<file path="config.mk">
export PLATFORM = sky130hd
export DESIGN_NAME = vending_machine_multi
export DESIGN_NICKNAME = d
export VERILOG_FILES = /design/src/rtl/vending_machine_multi.sv
export SDC_FILE = /design/constraint.sdc
export NUM_CORES = 1
export LEC_CHECK = 0
export ABC_AREA = 1
export BUFFER_PORTS_ARGS = -buffer_cell sky130_fd_sc_hd__buf_2
export CAP_MARGIN = 10
export CORE_ASPECT_RATIO = 0.7
export CORE_MARGIN = 5
export CORE_UTILIZATION = 46
export DETAILED_ROUTE_END_ITERATION = 10
export PLACE_DENSITY = 0.71
export SYNTH_ARGS = -nofsm -noshare
export SYNTH_HDL_FRONTEND = slang
export SYNTH_SLANG_ARGS = --single-unit
</file>
<file path="constraint.sdc">
create_clock -name clk -period 7.13 [get_ports clk]
set_input_delay 0.713 -clock clk [delete_from_list [all_inputs] [get_ports clk]]
set_output_delay 0.713 -clock clk [all_outputs]
set_load 0.01 [all_outputs]
</file>
<file path="src/rtl/vending_machine_multi.sv">
// vending_machine_multi: multi-item vending controller with three coin values,
// per-item price and stock, cancel/refund, restock, and serial greedy change.
// Optional feature: define VM_TIMEOUT_EN to auto-refund after TIMEOUT_CYCLES
// consecutive idle cycles in COLLECT (default build has no timeout logic).
module vending_machine_multi #(
  parameter int CREDIT_W   = 8,
  parameter int NUM_ITEMS  = 2,
  parameter logic [NUM_ITEMS*CREDIT_W-1:0] PRICES = {8'd20, 8'd15},
  parameter int STOCK_W    = 4,
  parameter int STOCK_INIT = 2,
  parameter int COIN1      = 5,
  parameter int COIN2      = 10,
  parameter int COIN3      = 25,
`ifdef VM_TIMEOUT_EN
  parameter int TIMEOUT_CYCLES = 100,
`endif
  parameter int MAX_CREDIT = 50,
  localparam int SEL_W     = $clog2(NUM_ITEMS)
) (
  input  logic                clk,
  input  logic                rst,
  input  logic [1:0]          in,
  input  logic [SEL_W-1:0]    sel,
  input  logic                buy,
  input  logic                cancel,
  input  logic                restock,
  output logic                out,
  output logic [SEL_W-1:0]    item,
  output logic [1:0]          change,
  output logic                coin_reject,
  output logic [CREDIT_W-1:0] credit,
  output logic                sold_out,
  output logic [1:0]          c_state,
  output logic [1:0]          n_state
);

  typedef enum logic [1:0] {IDLE = 2'd0, COLLECT = 2'd1, VEND = 2'd2, CHANGE = 2'd3} state_t;

  localparam logic [CREDIT_W-1:0] C1   = CREDIT_W'(COIN1);
  localparam logic [CREDIT_W-1:0] C2   = CREDIT_W'(COIN2);
  localparam logic [CREDIT_W-1:0] C3   = CREDIT_W'(COIN3);
  localparam logic [CREDIT_W:0]   CMAX = (CREDIT_W+1)'(MAX_CREDIT);
  localparam logic [STOCK_W-1:0]  SINIT = STOCK_W'(STOCK_INIT);

  state_t                            state_q, state_d;
  logic [NUM_ITEMS-1:0][STOCK_W-1:0] stock;
  logic [CREDIT_W-1:0]               credit_d, coin_v, price;
  logic [SEL_W-1:0]                  sel_idx, item_d;
  logic [1:0]                        change_d;
  logic sel_ok, buy_ok, coin_fits, out_d, reject_d, take, reload;

  // Out-of-range selects are clamped to item 0 for indexing but never sold.
  assign sel_ok   = int'(sel) < NUM_ITEMS;
  assign sel_idx  = sel_ok ? sel : '0;
  assign price    = PRICES[int'(sel_idx)*CREDIT_W +: CREDIT_W];
  assign sold_out = sel_ok && (stock[sel_idx] == '0);
  assign buy_ok   = sel_ok && (stock[sel_idx] != '0) && (credit >= price);
  // Sum is one bit wider so an overflowing coin is still seen as too large.
  assign coin_fits = ({1'b0, credit} + {1'b0, coin_v}) <= CMAX;
  assign c_state  = state_q;
  assign n_state  = state_d;

  // Decode coin code to its credit value.
  always_comb begin
    coin_v = '0;
    case (in)
      2'd1:    coin_v = C1;
      2'd2:    coin_v = C2;
      2'd3:    coin_v = C3;
      default: coin_v = '0;
    endcase
  end

`ifdef VM_TIMEOUT_EN
  localparam int TMR_W = $clog2(TIMEOUT_CYCLES + 1);
  logic [TMR_W-1:0] idle_cnt;
  logic             idle_tick, timeout;

  // An idle COLLECT cycle has no buy attempt, no cancel and no accepted coin.
  assign idle_tick = (state_q == COLLECT) && !cancel && !buy && !((in != 2'd0) && coin_fits);
  assign timeout   = idle_tick && (idle_cnt == TMR_W'(TIMEOUT_CYCLES - 1));

  // Count consecutive idle COLLECT cycles; any other cycle restarts the count.
  always_ff @(posedge clk or posedge rst)
    if (rst)            idle_cnt <= '0;
    else if (idle_tick) idle_cnt <= idle_cnt + TMR_W'(1);
    else                idle_cnt <= '0;
`endif

  // Next state, next credit and next registered outputs.
  always_comb begin
    state_d  = state_q;
    credit_d = credit;
    change_d = 2'd0;
    reject_d = 1'b0;
    out_d    = 1'b0;
    item_d   = item;
    take     = 1'b0;
    reload   = 1'b0;
    case (state_q)
      IDLE: begin
        reload = restock;
        if (in != 2'd0) begin
          if (coin_fits) begin
            credit_d = credit + coin_v;
            state_d  = COLLECT;
          end else reject_d = 1'b1;
        end
      end
      COLLECT: begin
        if (cancel) begin
          state_d  = CHANGE;
          reject_d = (in != 2'd0);
        end else if (buy && buy_ok) begin
          credit_d = credit - price;
          take     = 1'b1;
          item_d   = sel_idx;
          out_d    = 1'b1;
          state_d  = VEND;
          reject_d = (in != 2'd0);
        end else begin
          if (in != 2'd0) begin
            if (coin_fits) credit_d = credit + coin_v;
            else           reject_d = 1'b1;
          end
`ifdef VM_TIMEOUT_EN
          if (timeout) state_d = CHANGE;
`endif
        end
      end
      VEND: begin
        reject_d = (in != 2'd0);
        state_d  = (credit != '0) ? CHANGE : IDLE;
      end
      CHANGE: begin
        reject_d = (in != 2'd0);
        if (credit == '0) state_d = IDLE;
      end
    endcase
    // Change is paid on every edge that lands in CHANGE, largest coin first,
    // so the first coin shows the cycle after the vend pulse or the cancel.
    if (state_d == CHANGE) begin
      if (credit_d >= C3) begin
        change_d = 2'd3;
        credit_d = credit_d - C3;
      end else if (credit_d >= C2) begin
        change_d = 2'd2;
        credit_d = credit_d - C2;
      end else if (credit_d >= C1) begin
        change_d = 2'd1;
        credit_d = credit_d - C1;
      end else begin
        // A remainder below the smallest coin cannot be paid; drop it.
        credit_d = '0;
      end
    end
  end

  // State, credit, stock and registered outputs.
  always_ff @(posedge clk or posedge rst)
    if (rst) begin
      state_q     <= IDLE;
      credit      <= '0;
      out         <= 1'b0;
      item        <= '0;
      change      <= 2'd0;
      coin_reject <= 1'b0;
      for (int i = 0; i < NUM_ITEMS; i++) stock[i] <= SINIT;
    end else begin
      state_q     <= state_d;
      credit      <= credit_d;
      out         <= out_d;
      item        <= item_d;
      change      <= change_d;
      coin_reject <= reject_d;
      if (reload) begin
        for (int i = 0; i < NUM_ITEMS; i++) stock[i] <= SINIT;
      end else if (take) begin
        stock[sel_idx] <= stock[sel_idx] - STOCK_W'(1);
      end
    end

endmodule

</file>
### Word level (Yosys, flattened, before mapping)

Cells that the tools add are included.

* latch bits: 0
* memories kept: 0
* bits in read-only memories: 0
* bits in registers: 23
* bits in writable memories: 0

* shift operators: 1
* magnitude comparators: 7
* reduce and logical (&&, ||, !) cells: 12
* mux-type cells: 37
* bitwise operators: 1
* div/mod/pow operators: 0
* $mul: 0
* add/sub/neg operators: 7
* equality and inequality tests: 7

Operators by type and width (count)
* two-way mux 8 bit: 10
* two-way mux 2 bit: 9
* one-hot mux 8 bit (2 select lines): 1
* indexed part select 16 x 5 -> 8 bit, first input constant: 1
* one-hot mux 5 bit (3 select lines): 1
* two-way mux 4 bit: 3
* == test 2 bit, second input constant: 5
* adder 8 x 5 -> 9 bit: 1
* <= comparator 9 x 6 -> 1 bit, second input constant: 1
* two-way mux 1 bit: 9
* adder 8 x 5 -> 8 bit: 1
* bitwise mux 8 bit: 1
* >= comparator 8 x 3 -> 1 bit, second input constant: 1
* >= comparator 8 x 4 -> 1 bit, second input constant: 1
* >= comparator 8 x 5 -> 1 bit, second input constant: 1
* >= comparator 8 bit: 1
* logical NOT 8 bit: 1
* one-hot mux 2 bit (4 select lines): 1
* nonzero test 8 bit: 1
* subtractor 8 x 3 -> 8 bit, second input constant: 1
* subtractor 8 x 4 -> 8 bit, second input constant: 1
* subtractor 8 x 5 -> 8 bit, second input constant: 1
* subtractor 8 bit: 1
* demux 4 bit (select 1 bit): 1
* other kinds (13): 17

### Depth between registers and ports, before layout

* depth in word-level cells: 14
* gate-level depth with buffers: 29
* gate-level depth less buffers: 29

### Worst setup path before layout

OpenSTA, ideal clock, no wires.

* path type: input-to-reg
* start point: input sel
* end point: register credit[1]
* required time: 7006 ps
* arrival time: 3516 ps
* stages: 23
* library setup time: 124 ps
* buffers on the path: 1
* setup slack: 3490 ps
* cell sequence: buf_6 -> inv_1 -> ha_1 -> fa_1 -> nor2_1 -> nand2_1 -> nand2_1 -> nor2_1 -> o21ai_1 -> nand2_2 -> nor2_4 -> a21oi_1 -> nand2_1 -> inv_1 -> nor2_2 -> ha_1 -> nand4_1 -> nand2_1 -> nand2_2 -> nor3_2 -> nor2_4 -> nand2_1 -> nand3_1

* cells in the longest elaborated chain, start to end: 13

Ends and longest elaborated chain
* from (decl): line 23 `input logic [SEL_W-1:0] sel,`
* branches (longest 12 deep; another with >= comparator 8 bit)
* two-way mux 8 bit *: line 142 `if (state_d == CHANGE) begin`
* via credit_d[1]: line 47 `logic [CREDIT_W-1:0] credit_d, coin_v, price;`
* to (signal assigned): line 171 `credit <= credit_d;`
* to (decl): line 31 `output logic [CREDIT_W-1:0] credit,`

Mark *: on every way through the listed nets, which the timed path passes. The select of a mux whose other input is x is not followed.
A chain may end at the register's enable or synchronous reset.

### Final worst setup path

Ends and elaborated chain as after synthesis.

==> metrics <==
status finished clean; area of the multi-input gates 2024 sq um; final wirelength 7.614 mm; worst slew pin tran 0.9037 ns; Die ar. 8040 sq um; global-route wire length before repair 12.68 mm; Post-CTS Setup Inserts 0; Post-route DRC 0; Placed Cells 548; Layout area overhead 7.871%; CTS tree yes; Total Power 1.373 mW; I/O pins 26; Primary FF master, synth dfrtp_1; setup_tns 0 ns; register area share after synthesis 0.1987; cts bufs inserted 3; Final setup viols 0; initial antenna violation count 0; CTS resizes 0; overall via count from detail_route 2,938; Synth Net Count 480; wire per inst 13.79 microns; Hold WC Path Type register to register; Fin. Hold Viols 0; IO buf count 25; clock tree buffer depth 2; DR pass1 iterations 5; FILL cells 620; Inserted Diodes 0; Reg2Reg Launch Point credit[0]$_DFF_PP0_; synth warn 0; Reg area 578.1 sq um; Setup CP Type primary input to register; CTS Root Cell clkbuf_8; Cell Rows 24; vias in the first global route 2,520; DR iter-0 viols 228; CP required 7.29 ns; CTS sink cnt 23; Core ar. 6186 sq um; Routed Antenna Nets 0; HPWL after DPL 6.067 mm; synth unique cells 45; fin crit share 0.5593; pin count of the biggest net entering global routing 24; crit end category register; Final Max Slew Viols 0; Post-CTS Hold Buffers 0; post-synthesis cell count 452; flops & latches, synth 23; layout cell share with drive strength beyond 1 0.1793; Mapped Area 2909 sq um; max_cap viols 0; nets 503; Die Wd 105.1 microns; Hold Slack 0.5083 ns; CP Max Fanout 12; startpoint class of the critical path primary input; Slew HR 0.3968; clock skew 0.01142 ns; clk slew on worst S/H paths 0.10 ns; P_leak 1.730 nW; async set-reset flop share out of synthesis 1.000; H-tree levels 1; Critical Path Source sel; fin crit period 3.988 ns; Mapped Avg Cell Area 6.436 sq um; worst skew pair latency 0.28 ns; starting density of the core 0.4703; VDD IR max 0.0001702 V; hold path startpoint stock[6]$_DFFE_PP0P_; Post-synth EDFFs 0; RSZ-0062 raised after global routing no; placer's final routability congestion estimate 0.9093; pwr dens 437.6 nW/um^2; die height 76.54 microns; Worst EP arrival 4.15 ns; mean number of vias per cell 5.322; Total Routing Usage GR 0.1896; Peak Freq 0.2508 GHz; Finished Layout Cells 552; Overflow after GRT 0
-- Yosys cell counts (2+ instances only) --
library cell / n / area [sq um]
a21oi_1: 15 / 75.07
a21oi_2: 3 / 26.28
buf_2: 4 / 20.02
dfrtp_1: 21 / 525.5
dfstp_2: 2 / 52.55
fa_1: 2 / 40.04
ha_1: 18 / 225.2
inv_1: 60 / 225.2
inv_2: 9 / 33.78
nand2_1: 146 / 548.0
nand2_2: 12 / 75.07
nand2_4: 4 / 45.04
nand3_1: 41 / 205.2
nand3_2: 4 / 40.04
nand3_4: 3 / 52.55
nand4_1: 13 / 81.33
nor2_1: 30 / 112.6
nor2_2: 2 / 12.51
nor2_4: 6 / 67.56
nor2_8: 2 / 40.04
nor3b_2: 2 / 25.02
o21ai_0: 13 / 65.06
o21ai_1: 8 / 40.04
o22ai_1: 2 / 12.51
xor2_1: 10 / 87.58
-- report_power, final --
part | internal (mW) | switching [mW] | total (mW)
sequential | 0.181 | 0.0864 | 0.268
clock | 0.0397 | 0.0493 | 0.0890
combinational | 0.354 | 0.662 | 1.02
total | 0.575 | 0.798 | 1.37
-- kinds of logic (layout without fill, tap and decap cells) --
| group | after synthesis | count (layout) | synth area share |
|---|---|---|---|
| and+or+nand+nor | 273 | 273 | 0.4740 |
| adders and majority gates | 20 | 20 | 0.09118 |
| muxes | 1 | 1 | 0.003441 |
| AOI/OAI and AO/OA | 47 | 47 | 0.09420 |
| buffers and inverters | 77 | 99 | 0.1054 |
| DFF | 23 | 23 | 0.1987 |
| xor gates and xnor gates | 11 | 11 | 0.03312 |
-- critical path: stages --
cell	delay, ns
buf_2	0.21
inv_1	0.16
ha_1	0.27
fa_1	0.40
nor2_1	0.12
nand2_1	0.07
nand2_1	0.09
nor2_1	0.05
o21ai_1	0.14
nand2_2	0.10
nor2_4	0.20
a21oi_1	0.10
nand2_1	0.07
inv_1	0.04
nor2_2	0.26
ha_1	0.26
nand4_1	0.19
nand2_1	0.13
nand2_2	0.14
nor3_2	0.22
nor2_4	0.08
nand2_1	0.06
nand3_1	0.06
-- state kept, by name, indices dropped and copies added, names as in the netlist --
name / count
coin_reject: 1
item: 1
c_state: 2
change: 2
credit: 8
stock: 8
out: 1
-- layout make-up --
cell class | count | share of cell area
Clock buffer | 3 | 0.01316
Clock inverter | 1 | 0.002392
Inverter | 70 | 0.08413
Multi-Input combinational cell | 352 | 0.6451
Sequential cell | 23 | 0.1842
Tap cell | 78 | 0.03110
Timing Repair Buffer | 25 | 0.03987
-- placed cells by master (no fill, tap or decap), types with 9 or more instances in the layout --
master / n
nand3_1: 41
dfrtp_1: 21
ha_1: 18
o21ai_0: 13
xor2_1: 10
nand4_1: 13
nor2_1: 30
nand2_2: 12
a21oi_1: 15
inv_1: 60
nand2_1: 146
buf_2: 25
inv_2: 9
-- routing by layer --
metal / track usage / share of wire / vias to the layer above / routed length, microns
met3: 0.03387 / 0.11 / 9 / 808
met1: 0.3130 / 0.51 / 1307 / 3882
met4: 0.03321 / 0.0089 / 0 / 68
met2: 0.2500 / 0.37 / 139 / 2854
li1: - / - / 1483 / -
met5: 0 / 0 / - / 0
-- metrics by stage --
step                        util  cell area (sq um)  setup slack, ns
final                     0.5073               3138            3.142
after global routing      0.5073               3138            2.804
after CTS                 0.5073               3138            3.222
after detailed placement  0.4994               3089            2.936
after global placement    0.4994               3089            3.068
after floorplan                -               2909            3.490
-- final timing paths --
kind                                         to  slack, ns  cells past startpoint
max in group asynchronous  stock[0]$_DFFE_PP0P_       5.96                      2
min in group asynchronous      item$_DFFE_PP0P_       0.61                      2
setup / recovery            credit[1]$_DFF_PP0_       3.14                     23
setup reg to reg            credit[1]$_DFF_PP0_       3.33                     23
hold reg to reg            stock[6]$_DFFE_PP0P_       0.51                      2
hold / removal             stock[6]$_DFFE_PP0P_       0.51                      2
Note: power is estimated with default switching activity, not from simulation.
